## src/rtl/sysid_pkg.sv

```systemverilog
// ---------------------------------------------------------------------------
// sysid_pkg
//   Shared constants for the system_0 system-ID / uptime slave:
//   word addresses of the register map, CTRL bit positions and the uptime
//   counter geometry. Imported by system_0_sysid_ext and sysid_uptime_ctr.
// ---------------------------------------------------------------------------
package sysid_pkg;

    // Register map (word addresses on the 3-bit Avalon-MM address bus)
    localparam logic [2:0] SYSID_ADDR_ID        = 3'd0;
    localparam logic [2:0] SYSID_ADDR_TIMESTAMP = 3'd1;
    localparam logic [2:0] SYSID_ADDR_UPTIME_LO = 3'd2;
    localparam logic [2:0] SYSID_ADDR_UPTIME_HI = 3'd3;
    localparam logic [2:0] SYSID_ADDR_SCRATCH   = 3'd4;
    localparam logic [2:0] SYSID_ADDR_CTRL      = 3'd5;

    // CTRL register bit positions
    localparam int SYSID_CTRL_FREEZE = 0;
    localparam int SYSID_CTRL_CLEAR  = 1;

    // Uptime counter width and prescaler width (TICK_DIV is at most 65535)
    localparam int SYSID_UPTIME_W = 64;
    localparam int SYSID_PRESC_W  = 16;

endpackage

```

## src/rtl/sysid_uptime_ctr.sv

```systemverilog
// ---------------------------------------------------------------------------
// sysid_uptime_ctr
//   Prescaled 64-bit free-running uptime counter with a high-word shadow.
//   The prescaler counts 0..TICK_DIV-1; on its terminal count the counter
//   increments (wrapping silently at 2^64-1). A snapshot copies the live upper
//   word into the shadow in the same cycle the lower word is being read, so a
//   LO-then-HI software read pair is always coherent.
//
//   Parameters:
//     TICK_DIV   clocks per uptime tick, 1..65535
//   Ports:
//     clock      system clock
//     reset_n    asynchronous active-low reset
//     freeze     holds prescaler and counter while high
//     clear      zeroes prescaler, counter and shadow (wins over increment)
//     snapshot   copy counter[63:32] into the shadow
//     lo         live counter[31:0]
//     hi_shadow  captured upper word
// ---------------------------------------------------------------------------
module sysid_uptime_ctr
    import sysid_pkg::*;
#(
    parameter int unsigned TICK_DIV = 50
) (
    input  logic        clock,
    input  logic        reset_n,
    input  logic        freeze,
    input  logic        clear,
    input  logic        snapshot,
    output logic [31:0] lo,
    output logic [31:0] hi_shadow
);

    localparam logic [SYSID_PRESC_W-1:0] PRESC_LAST = SYSID_PRESC_W'(TICK_DIV - 1);

    logic [SYSID_PRESC_W-1:0]  presc_q;
    logic [SYSID_UPTIME_W-1:0] count_q;
    logic [31:0]               shadow_q;
    logic                      tick;

    // With TICK_DIV=1 PRESC_LAST is 0, so every unfrozen cycle is a tick.
    assign tick = !freeze && (presc_q == PRESC_LAST);

    // NOTE: state registers use non-blocking assignments so every flop samples
    // pre-edge values; blocking here would create order-dependent simulation.
    always_ff @(posedge clock or negedge reset_n) begin
        if (!reset_n) begin
            presc_q  <= '0;
            count_q  <= '0;
            shadow_q <= '0;
        end else if (clear) begin
            presc_q  <= '0;
            count_q  <= '0;
            shadow_q <= '0;
        end else begin
            if (!freeze) begin
                presc_q <= tick ? '0 : presc_q + 1'b1;
            end
            if (tick) begin
                count_q <= count_q + 1'b1;
            end
            // Capture uses the pre-increment value, matching what LO returns.
            if (snapshot) begin
                shadow_q <= count_q[SYSID_UPTIME_W-1:32];
            end
        end
    end

    assign lo        = count_q[31:0];
    assign hi_shadow = shadow_q;

endmodule

```

## src/rtl/system_0_sysid_ext.sv

```systemverilog
// ---------------------------------------------------------------------------
// system_0_sysid_ext
//   Avalon-MM slave returning a build ID and build timestamp, plus a 32-bit
//   scratch register and (optionally) a prescaled 64-bit uptime counter with
//   freeze/clear control. Fixed read latency of one clock.
//
//   Optional feature macro: SYSID_UPTIME_EN
//     defined   -> uptime counter, HI shadow and CTRL are built
//     undefined -> addresses 2, 3 and 5 read 0 and ignore writes
//
//   Parameters:
//     ID_VALUE       system ID constant (address 0)
//     TIMESTAMP      build time, Unix seconds (address 1)
//     TICK_DIV       clocks per uptime tick, 1..65535
//     SCRATCH_RESET  reset value of SCRATCH (address 4)
//   Ports:
//     clock          system clock
//     reset_n        asynchronous active-low reset
//     address        word address
//     read           read strobe, one cycle per access
//     write          write strobe, one cycle per access
//     writedata      write data
//     readdata       registered read data, held until the next read
//     readdatavalid  one-cycle pulse when readdata is valid
// ---------------------------------------------------------------------------
module system_0_sysid_ext
    import sysid_pkg::*;
#(
    parameter logic [31:0] ID_VALUE      = 32'h0,
    parameter logic [31:0] TIMESTAMP     = 32'h0,
    parameter int unsigned TICK_DIV      = 50,
    parameter logic [31:0] SCRATCH_RESET = 32'h0
) (
    input  logic        clock,
    input  logic        reset_n,
    input  logic [2:0]  address,
    input  logic        read,
    input  logic        write,
    input  logic [31:0] writedata,
    output logic [31:0] readdata,
    output logic        readdatavalid
);

    // Elaboration-time guard on the prescaler range.
    if (TICK_DIV < 1 || TICK_DIV > 65535) begin : g_bad_tick_div
        $error("system_0_sysid_ext: TICK_DIV must be in 1..65535");
    end

    logic [31:0] scratch_q;
    logic [31:0] rd_mux;

    // -----------------------------------------------------------------------
    // SCRATCH register
    // -----------------------------------------------------------------------
    always_ff @(posedge clock or negedge reset_n) begin
        if (!reset_n) begin
            scratch_q <= SCRATCH_RESET;
        end else if (write && address == SYSID_ADDR_SCRATCH) begin
            scratch_q <= writedata;
        end
    end

`ifdef SYSID_UPTIME_EN
    // -----------------------------------------------------------------------
    // CTRL and uptime counter
    // -----------------------------------------------------------------------
    logic        freeze_q;
    logic        ctrl_wr;
    logic        clear_pulse;
    logic        snapshot;
    logic [31:0] up_lo;
    logic [31:0] up_hi;

    assign ctrl_wr     = write && (address == SYSID_ADDR_CTRL);
    // CLEAR is not stored: it acts at the write edge and always reads back 0.
    assign clear_pulse = ctrl_wr && writedata[SYSID_CTRL_CLEAR];
    assign snapshot    = read && (address == SYSID_ADDR_UPTIME_LO);

    always_ff @(posedge clock or negedge reset_n) begin
        if (!reset_n) begin
            freeze_q <= 1'b0;
        end else if (ctrl_wr) begin
            freeze_q <= writedata[SYSID_CTRL_FREEZE];
        end
    end

    sysid_uptime_ctr #(
        .TICK_DIV (TICK_DIV)
    ) u_uptime (
        .clock     (clock),
        .reset_n   (reset_n),
        .freeze    (freeze_q),
        .clear     (clear_pulse),
        .snapshot  (snapshot),
        .lo        (up_lo),
        .hi_shadow (up_hi)
    );
`endif

    // -----------------------------------------------------------------------
    // Read-data mux; registering it gives the fixed one-cycle latency and
    // naturally returns the pre-write value on a same-address read+write.
    // -----------------------------------------------------------------------
    // NOTE: rd_mux gets a default before the case so no path leaves it
    // unassigned, which would otherwise infer a latch.
    always_comb begin
        rd_mux = '0;
        case (address)
            SYSID_ADDR_ID:        rd_mux = ID_VALUE;
            SYSID_ADDR_TIMESTAMP: rd_mux = TIMESTAMP;
            SYSID_ADDR_SCRATCH:   rd_mux = scratch_q;
`ifdef SYSID_UPTIME_EN
            SYSID_ADDR_UPTIME_LO: rd_mux = up_lo;
            SYSID_ADDR_UPTIME_HI: rd_mux = up_hi;
            SYSID_ADDR_CTRL:      rd_mux[SYSID_CTRL_FREEZE] = freeze_q;
`else
            SYSID_ADDR_UPTIME_LO,
            SYSID_ADDR_UPTIME_HI,
            SYSID_ADDR_CTRL:      rd_mux = '0;
`endif
            default:              rd_mux = '0;
        endcase
    end

    always_ff @(posedge clock or negedge reset_n) begin
        if (!reset_n) begin
            readdata      <= '0;
            readdatavalid <= 1'b0;
        end else begin
            readdatavalid <= read;
            if (read) begin
                readdata <= rd_mux;
            end
        end
    end

endmodule

```

## config.mk

```make
export PLATFORM = sky130hd
export DESIGN_NAME = system_0_sysid_ext
export DESIGN_NICKNAME = d
export VERILOG_FILES = /design/src/rtl/sysid_pkg.sv /design/src/rtl/sysid_uptime_ctr.sv /design/src/rtl/system_0_sysid_ext.sv
export SDC_FILE = /design/constraint.sdc
export NUM_CORES = 1
export LEC_CHECK = 0
export BUFFER_PORTS_ARGS = -buffer_cell sky130_fd_sc_hd__buf_4
export CAP_MARGIN = 20
export CORE_MARGIN = 3
export CORE_UTILIZATION = 40
export CTS_BUF_LIST = sky130_fd_sc_hd__clkbuf_4 sky130_fd_sc_hd__clkbuf_8
export CTS_CLUSTER_DIAMETER = 100
export DETAILED_ROUTE_END_ITERATION = 10
export SLEW_MARGIN = 10
export SYNTH_ARGS = -nofsm -noshare
export SYNTH_HDL_FRONTEND = slang
export SYNTH_SLANG_ARGS = --single-unit
```

## constraint.sdc

```tcl
create_clock -name clock -period 1.1 [get_ports clock]
set_input_delay 0.165 -clock clock [delete_from_list [all_inputs] [get_ports clock]]
set_output_delay 0.165 -clock clock [all_outputs]
set_load 0.1 [all_outputs]
```

==> results of run 1 <==
-- cell families after synthesis --
group / count (synthesis) / share of synthesized area
flops: 65 / 0.6027
buf+inv: 47 / 0.09411
simple gates: 34 / 0.05146
compound gates: 32 / 0.07650
mux: 32 / 0.1752
-- power by group --
part	total [W]	leakage, nW	internal, W	switching, W
Combinational	0.00155	0.887	0.000767	0.000782
Clock	0.00195	0.106	0.00108	0.000862
Sequential	0.00294	0.785	0.00273	0.000214
Total	0.00643	1.78	0.00458	0.00186
-- what timing repair did --
item / in CTS / in global routing
pin swaps: 0 / 0
resized for setup: 65 / 27
hold endpoints to repair: 20 / 0
setup buffers: 0 / 2
setup endpoints to repair: 33 / 32
cloned: 0 / 0
hold buffers: 1 / 0
-- layer usage --
| layer | global-route usage | up-vias | wire (µm) |
|---|---|---|---|
| met5 | 0 | - | 0 |
| met4 | 0.08242 | 0 | 117 |
| met3 | 0.04986 | 12 | 324 |
| met2 | 0.2342 | 53 | 2698 |
| met1 | 0.2303 | 878 | 2594 |
| li1 | - | 854 | - |
-- metrics by stage --
| step | utilization | hold WS (ps) |
|---|---|---|
| detailed placement | 0.5244 | 96.78 |
| global placement | 0.5244 | 91.11 |
| finish | 0.6178 | 57.24 |
| global route | 0.6178 | 37.55 |
| CTS | 0.5972 | 39.86 |
| floorplan | - | -130.6 |
-- worst max-delay path by stage --
stage / end / cells past startpoint
3_5_place_dp: scratch_q[31]$_DFFE_PN0P_ / 4
3_3_place_gp: scratch_q[28]$_DFFE_PN0P_ / 4
5_1_grt: readdata[6] / 1
2_1_floorplan: scratch_q[0]$_DFFE_PN0P_ / 4
6_report: readdata[6] / 1
4_1_cts: readdata[18] / 1
-- cells in the mapped netlist --
cell	number	area (µm²)
o22ai_2	1	12.51
buf_12	3	60.06
inv_1	32	120.1
mux2_2	2	22.52
dfrtp_1	65	1627
buf_1	2	7.510
buf_2	2	10.01
buf_4	1	7.510
o22ai_1	31	193.9
mux2_4	30	450.4
clkbuf_1	4	15.01
nor4bb_1	1	10.01
nand2_1	32	120.1
or3b_1	1	8.760
buf_6	3	33.78
-- state kept, by name (all words and copies together) (netlist names) --
register       cells
readdatavalid      1
readdata          32
scratch_q         32
-- cells in the final DEF (no fill, tap or decap) --
cell type	Yosys	routed
dlygate4sd3_1	0	1
clkbuf_4	0	1
clkbuf_8	0	13
nor4bb_4	0	1
buf_4	1	45
buf_6	3	3
dfrtp_1	65	33
mux2_4	30	30
or3b_1	1	1
inv_1	32	32
mux2_2	2	2
o22ai_2	1	1
dfrtp_2	0	32
o22ai_1	31	31
buf_8	0	1
nand2_1	32	32
clkinv_2	0	2
buf_12	3	34
-- layout make-up --
class	instances	area (µm²)	area share
Sequential cell	65	1667	0.4177
Timing Repair Buffer	84	1077	0.2700
Clock buffer	14	186.4	0.04672
Inverter	32	120.1	0.03010
Tap cell	77	96.34	0.02415
Clock inverter	2	10.01	0.002509
Multi-Input combinational cell	98	833.3	0.2088
==> results.ini, run 1 <==
[run_status]
outcome=finished, violations left
violations=setup timing

[timing]
setup_ws_ps=-4.153
timing.final.crit_period_ps=1104
final.period_utilization=1.004
tightestPinTransition_ps=328.9
slew_violations=0
finalClockSkew_ps=4.137
finalHoldViolCount=0
fmax_mhz=905.7
finalSetupViolCount=3
finalSetupTns_ps=-7.233
max-slew-margin-rel=0.7808
rsz0062_at_grt=yes

[die]
io_pins=72
fp-row-count=29
dieHeight_um=88.14
fp.coreArea_um2=6459
die_x_um=88.14
start_util=0.4179
dieArea_um2=7769

[cts]
clock-sinks=65
clk_pin_slew_ps=70
cts_root_buf=clkbuf_8
htreeDepth=3
clock_latency_ps=330
cts_tree=yes
cts_buffers=9
clockBufferDepth=2

[grt]
grt_util_all_layers=0.1651
grt_overflow_total=0
grt_max_degree=33
grt_pass1_vias=1893
grt_pass1_wl_um=9515
antenna_found_initial=0

[setup_path]
r2r_end=readdata[31]$_DFFE_PN0P_
max_stage_delay_ps=430
crit_chain=buf_12
worstPathRequired_ps=940
crit-reg2reg-launch=readdata[31]$_DFFE_PN0P_
start_kind=flop
crit_family=flip-flops
rrSetupSlack_ps=310
cp_max_fo=2
ff2ff_path_depth=3
crit_type=reg -> out
slowest_stage=dfrtp_2
crit_path_end_kind=primary output
crit_arrival_ps=940
crit_path_start=readdata[6]$_DFFE_PN0P_
cp.buffers_inverters=1

[final_layout]
fin_nets=329
area_growth_pct=47.84
drive_gt1_frac=0.5593
final_cell_area_um2=3990
num_antenna_cells=0
fillers=505
fin_cells=372

[power]
ir_drop_uv=686.7
p_leak_nw=1.777
power.density_nw_per_um2=1612
p_total_w=0.006433

[detailed_routing]
post_drt_via_cell_ratio=4.831
ant_nets=0
drc=0
drt-initial-drc-count=64
first_pass_iters=4
wire_per_inst_um=15.41
dr_total_vias=1797
wl_um=5734

[run]
maxCapViolCount=0

[synthesis]
syn_area_per_cell_um2=12.85
syn_inst=210
seq_area_frac_synth=0.6027
ys_seq_elements=65
ys_types=15
syn-num-nets=249
synth_warnings=0
netlist_area_um2=2699

[worst_hold_path]
min_to=scratch_q[20]$_DFFE_PN0P_
holdCritStartpoint=writedata[20]
holdPathStages=2
hp-class=in -> reg

[placed_design]
pre_cts_slack_ps=-284.8
dp_hpwl_um=3802
placedCellCount=353
place.gp.congestion=0.7034
dpl-instance-area_um2=3387
numPortBuffers=71

(Power assumes the default switching activity.)
==> run 2, diff against run 1 <==
- CORE_ASPECT_RATIO: default -> 1.5
==> run 2 against run 1 <==
Compared with the run above:
- the run still ends with setup timing left
- highest routed layer unchanged
- worst hold slack worse by 1.3 ps
- global-route usage down 0.87 points
- die area rose by 0.26%
- maximum frequency rose by 0.19%
- critical path type unchanged
- wire length decreased by 2.7%
- critical path depth did not move
- combinational power about the same
- clock power is 6% lower
==> results.ini, run 2 (synthesis results as in run 1) <==
[timing]
finalSetupTns_ps=-5.951
rsz0062_at_grt=yes
finalClockSkew_ps=7.056
tightestPinTransition_ps=281.9
slew_violations=0
max-slew-margin-rel=0.8121
finalSetupViolCount=4
finalHoldViolCount=0
final.period_utilization=1.002
setup_ws_ps=-2.092
fmax_mhz=907.4
timing.final.crit_period_ps=1102

[power]
power.density_nw_per_um2=1595
p_leak_nw=1.760
ir_drop_uv=786.3

[die]
io_pins=72
start_util=0.4132
fp.coreArea_um2=6531
dieArea_um2=7789
die_x_um=73.07
dieHeight_um=106.6
fp-row-count=36

[setup_path]
start_kind=flop
crit_type=reg -> out
crit-reg2reg-launch=readdata[2]$_DFFE_PN0P_
crit_chain=buf_12
slowest_stage=dfrtp_2
worstPathRequired_ps=940
crit_arrival_ps=940
crit_path_end_kind=primary output
r2r_end=readdata[2]$_DFFE_PN0P_
cp_max_fo=2
max_stage_delay_ps=430
cp.buffers_inverters=1
ff2ff_path_depth=3
rrSetupSlack_ps=320
crit_family=flip-flops

[placed_design]
placedCellCount=349
numPortBuffers=71
dp_hpwl_um=3533
place.gp.congestion=0.7043

[final_layout]
fin_nets=328
fin_cells=369
area_growth_pct=46.45
num_antenna_cells=0
final_cell_mix=buf_4, dfrtp_1, inv_1, nand2_1, dfrtp_2
drive_gt1_frac=0.5563
fin_util=0.6052
final_common_cell=buf_4
reg.largest.list=readdata x32, scratch_q x32, readdatavalid x1

[cts]
clockBufferDepth=2
cts_root_buf=clkbuf_8
cts_buffers=9
htreeDepth=3
clock-sinks=65
clock_latency_ps=330
cts_tree=yes
clk_pin_slew_ps=70

[worst_hold_path]
hp-class=in -> reg
holdCritStartpoint=writedata[5]
min_to=scratch_q[5]$_DFFE_PN0P_
holdPathStages=2

[detailed_routing]
ant_nets=0
dr_total_vias=1754
wl_um=5580
drt-initial-drc-count=85
first_pass_iters=4
wire_per_inst_um=15.12
post_drt_via_cell_ratio=4.753
drc=0

[grt]
grt_max_degree=66
grt_util_all_layers=0.1565
grt_pass1_wl_um=9025
grt_overflow_total=0
grt_pass1_vias=1820
antenna_found_initial=0

[run]
maxCapViolCount=0

[run_status]
violations=setup timing
outcome=finished, violations left

-- run 2: routing by layer --
metal  GRT usage  share of wire  up-vias
li1            -              -      851
met1      0.1946           0.41      852
met2      0.2446           0.53       43
met3     0.04409          0.047        8
met4     0.07916          0.019        0
met5           0              0        -
-- run 2: worst reg2reg max path, stage by stage, from the launching register on --
cell and delay [ps]:
dfrtp_2 420, buf_4 130, inv_1 40, o22ai_1 60
-- run 2: per-stage QoR --
step                      worst slack (ps)  total power [W]  hold WS [ps]  area [µm²]
final                               -2.092         0.006303         55.95        3953
after global routing                -40.25         0.006635         33.48        3953
after CTS                           -31.03         0.006321         33.28        3766
after detailed placement            -310.4         0.004331         71.08        3363
after global placement              -291.3         0.004302         68.17        3363
after floorplan                     -75.71         0.003936        -130.6        2739
-- run 2: cell type report --
| class | instances | area (µm²) |
|---|---|---|
| inverter | 32 | 120.1 |
| fill | 567 | 2579 |
| sequential | 65 | 1667 |
| clock buffer | 15 | 181.4 |
| tap | 76 | 95.09 |
| timing repair buffer | 83 | 1056 |
| multi-input combinational | 98 | 833.3 |
-- run 2: worst max-delay path by stage --
| stage | startpoint | endpoint | slack (ps) | cells past startpoint |
|---|---|---|---|---|
| floorplan | address[1] | scratch_q[0]$_DFFE_PN0P_ | -80 | 4 |
| global placement | address[1] | scratch_q[31]$_DFFE_PN0P_ | -290 | 4 |
| detailed placement | address[1] | scratch_q[28]$_DFFE_PN0P_ | -310 | 4 |
| CTS | readdata[0]$_DFFE_PN0P_ | readdata[0] | -30 | 1 |
| global route | readdata[0]$_DFFE_PN0P_ | readdata[0] | -40 | 1 |
| finish | readdata[0]$_DFFE_PN0P_ | readdata[0] | -2 | 1 |
-- run 2: repair_timing --
action,4_1_cts,5_1_grt
cloned,0,2
buffers inserted,0,2
pin swaps,0,1
resized for setup,53,34
hold buffers,1,0
endpoints found under the hold margin,53,0
endpoints found under the setup margin,33,33
-- run 2: power by group --
part | switching, W | internal (W)
combinational | 0.000779 | 0.000752
clock | 0.000813 | 0.00103
sequential | 0.000202 | 0.00273
==> run 3, diff against run 2 <==
- CORE_ASPECT_RATIO: 1.5 -> 0.5
- CORE_UTILIZATION: 40 -> 28
- RECOVER_POWER: default -> 25
==> run 3 against run 2 <==
Compared with the run above:
- the flow still finishes with violations (setup timing)
- largest cell class unchanged
- highest routed layer unchanged
- global-route usage fell by 3.7 points
- setup slack got worse by 6.6 ps
- via count rose by 0.86%
- non-clock buffer count did not move
- count of clock-buffer cells in the layout fell by 1
- critical path depth did not move
- combinational power barely moved
- critical endpoint is now readdata[27]
- final cell count rose by 15%
- first-iteration DRC count rose by 42%
- core utilization fell by 15 points
==> results.ini, run 3 (synthesis results as in run 1) <==
[power]
p_leak_nw=1.776
ir_drop_uv=482.4
power.density_nw_per_um2=1586

[cts]
clk_pin_slew_ps=70
clockBufferDepth=2
htreeDepth=3
clock-sinks=65
cts_tree=yes
cts_root_buf=clkbuf_8
clock_latency_ps=330
cts_buffers=9

[placed_design]
place.gp.congestion=0.7214
numPortBuffers=71
pre_cts_slack_ps=-325.4
dpl-instance-area_um2=3466
dp_hpwl_um=4251

[setup_path]
r2r_end=readdata[13]$_DFFE_PN0P_
cp.depth=1
crit-reg2reg-launch=readdata[13]$_DFFE_PN0P_
crit_family=flip-flops
max_stage_delay_ps=430
crit_chain=buf_12
slowest_stage=dfrtp_2
start_kind=flop
rrSetupSlack_ps=300
cp.buffers_inverters=1
crit_path_end_kind=primary output
cp_max_fo=2
crit_type=reg -> out
ff2ff_path_depth=3
worstPathRequired_ps=940
crit_arrival_ps=940

[timing]
finalClockSkew_ps=4.782
finalSetupViolCount=8
finalHoldViolCount=0
timing.final.crit_period_ps=1109
max-slew-margin-rel=0.6117
tightestPinTransition_ps=582.4
finalSetupTns_ps=-29.53
fmax_mhz=902.0
setup_ws_ps=-8.705
final.period_utilization=1.008
slew_violations=0
rsz0062_at_grt=yes

[grt]
grt_max_degree=29
grt_pass1_wl_um=9887
grt_pass1_vias=1894
grt_util_all_layers=0.1191
antenna_found_initial=0
grt_overflow_total=0

[final_layout]
num_antenna_cells=0
final_cell_area_um2=4074
final_cell_mix=buf_4, buf_12, dfrtp_1
reg.largest.list=readdata x32, scratch_q x32, readdatavalid x1
fillers=806
fin_nets=328
area_growth_pct=50.95
drive_gt1_frac=0.5578
final_common_cell=buf_4
fin_util=0.4507

[worst_hold_path]
holdCritStartpoint=writedata[24]
holdPathStages=2
min_to=scratch_q[24]$_DFFE_PN0P_
hp-class=in -> reg

[run]
maxCapViolCount=0

[die]
fp-row-count=24
io_pins=72
fp.coreArea_um2=9039
die_x_um=144.8
start_util=0.2986
dieArea_um2=10920
dieHeight_um=75.42

[run_status]
violations=setup timing
outcome=finished, violations left

[detailed_routing]
post_drt_via_cell_ratio=4.172
drt-initial-drc-count=121
ant_nets=0
first_pass_iters=4
drc=0
wl_um=6207
dr_total_vias=1769
wire_per_inst_um=14.64

-- run 3: cell types whose count changed in the layout (fill, tap and decap cells not counted), sizes merged --
cell    before  now
buf         81   80
clkinv       0    2
-- run 3: worst register-to-register path: stages, from the launching register on --
cell and delay, ps:
dfrtp_2 430, buf_4 140, inv_1 50, o22ai_1 70
-- run 3: cell type report --
class / count / area [µm²] / share of cell area
inverters: 32 / 120.1 / 0.02948
multi-input cells: 98 / 833.3 / 0.2045
repair buffers: 83 / 1095 / 0.2687
well taps: 130 / 162.7 / 0.03993
clock buffers: 14 / 186.4 / 0.04576
clock inverters: 2 / 10.01 / 0.002457
flip-flops and latches: 65 / 1667 / 0.4091
-- run 3: worst max path at each step --
stage,slack (ps),end,from
after floorplan,-80,scratch_q[0]$_DFFE_PN0P_,address[1]
final,-9,readdata[27],readdata[27]$_DFFE_PN0P_
after global routing,-50,readdata[23],readdata[23]$_DFFE_PN0P_
after global placement,-300,scratch_q[28]$_DFFE_PN0P_,address[1]
after detailed placement,-330,scratch_q[31]$_DFFE_PN0P_,address[1]
after CTS,-30,readdata[26],readdata[26]$_DFFE_PN0P_
-- run 3: through the flow --
stage / total power [W] / std cells / hold slack, ps
finish: 0.006460 / 424 / 56.17
global route: 0.006764 / 424 / 37.43
CTS: 0.006468 / 424 / 40.07
detailed placement: 0.004361 / 406 / 84.27
global placement: 0.004313 / 406 / 75.34
floorplan: 0.003936 / 210 / -130.6
-- run 3: report_power, final --
part	switching [W]	internal, W	leakage, nW
clock network	0.000862	0.00108	0.106
registers	0.000231	0.00273	0.785
logic	0.000789	0.000770	0.886
total	0.00188	0.00458	1.78
-- run 3: repair_timing --
item                                   CTS  global route
hold buffers                             1             0
setup endpoints to repair               33            33
gates resized for setup                 71            27
pin swaps                                0             0
buffers inserted                         1             0
endpoints found under the hold margin   23             0
-- run 3: metal layers --
layer | GRT usage | vias to the layer above | share of wire
met5 | 0 | - | 0
met4 | 0.04033 | 0 | 0.013
met3 | 0.03386 | 9 | 0.034
met2 | 0.2061 | 35 | 0.53
met1 | 0.1462 | 875 | 0.43
li1 | - | 850 | -
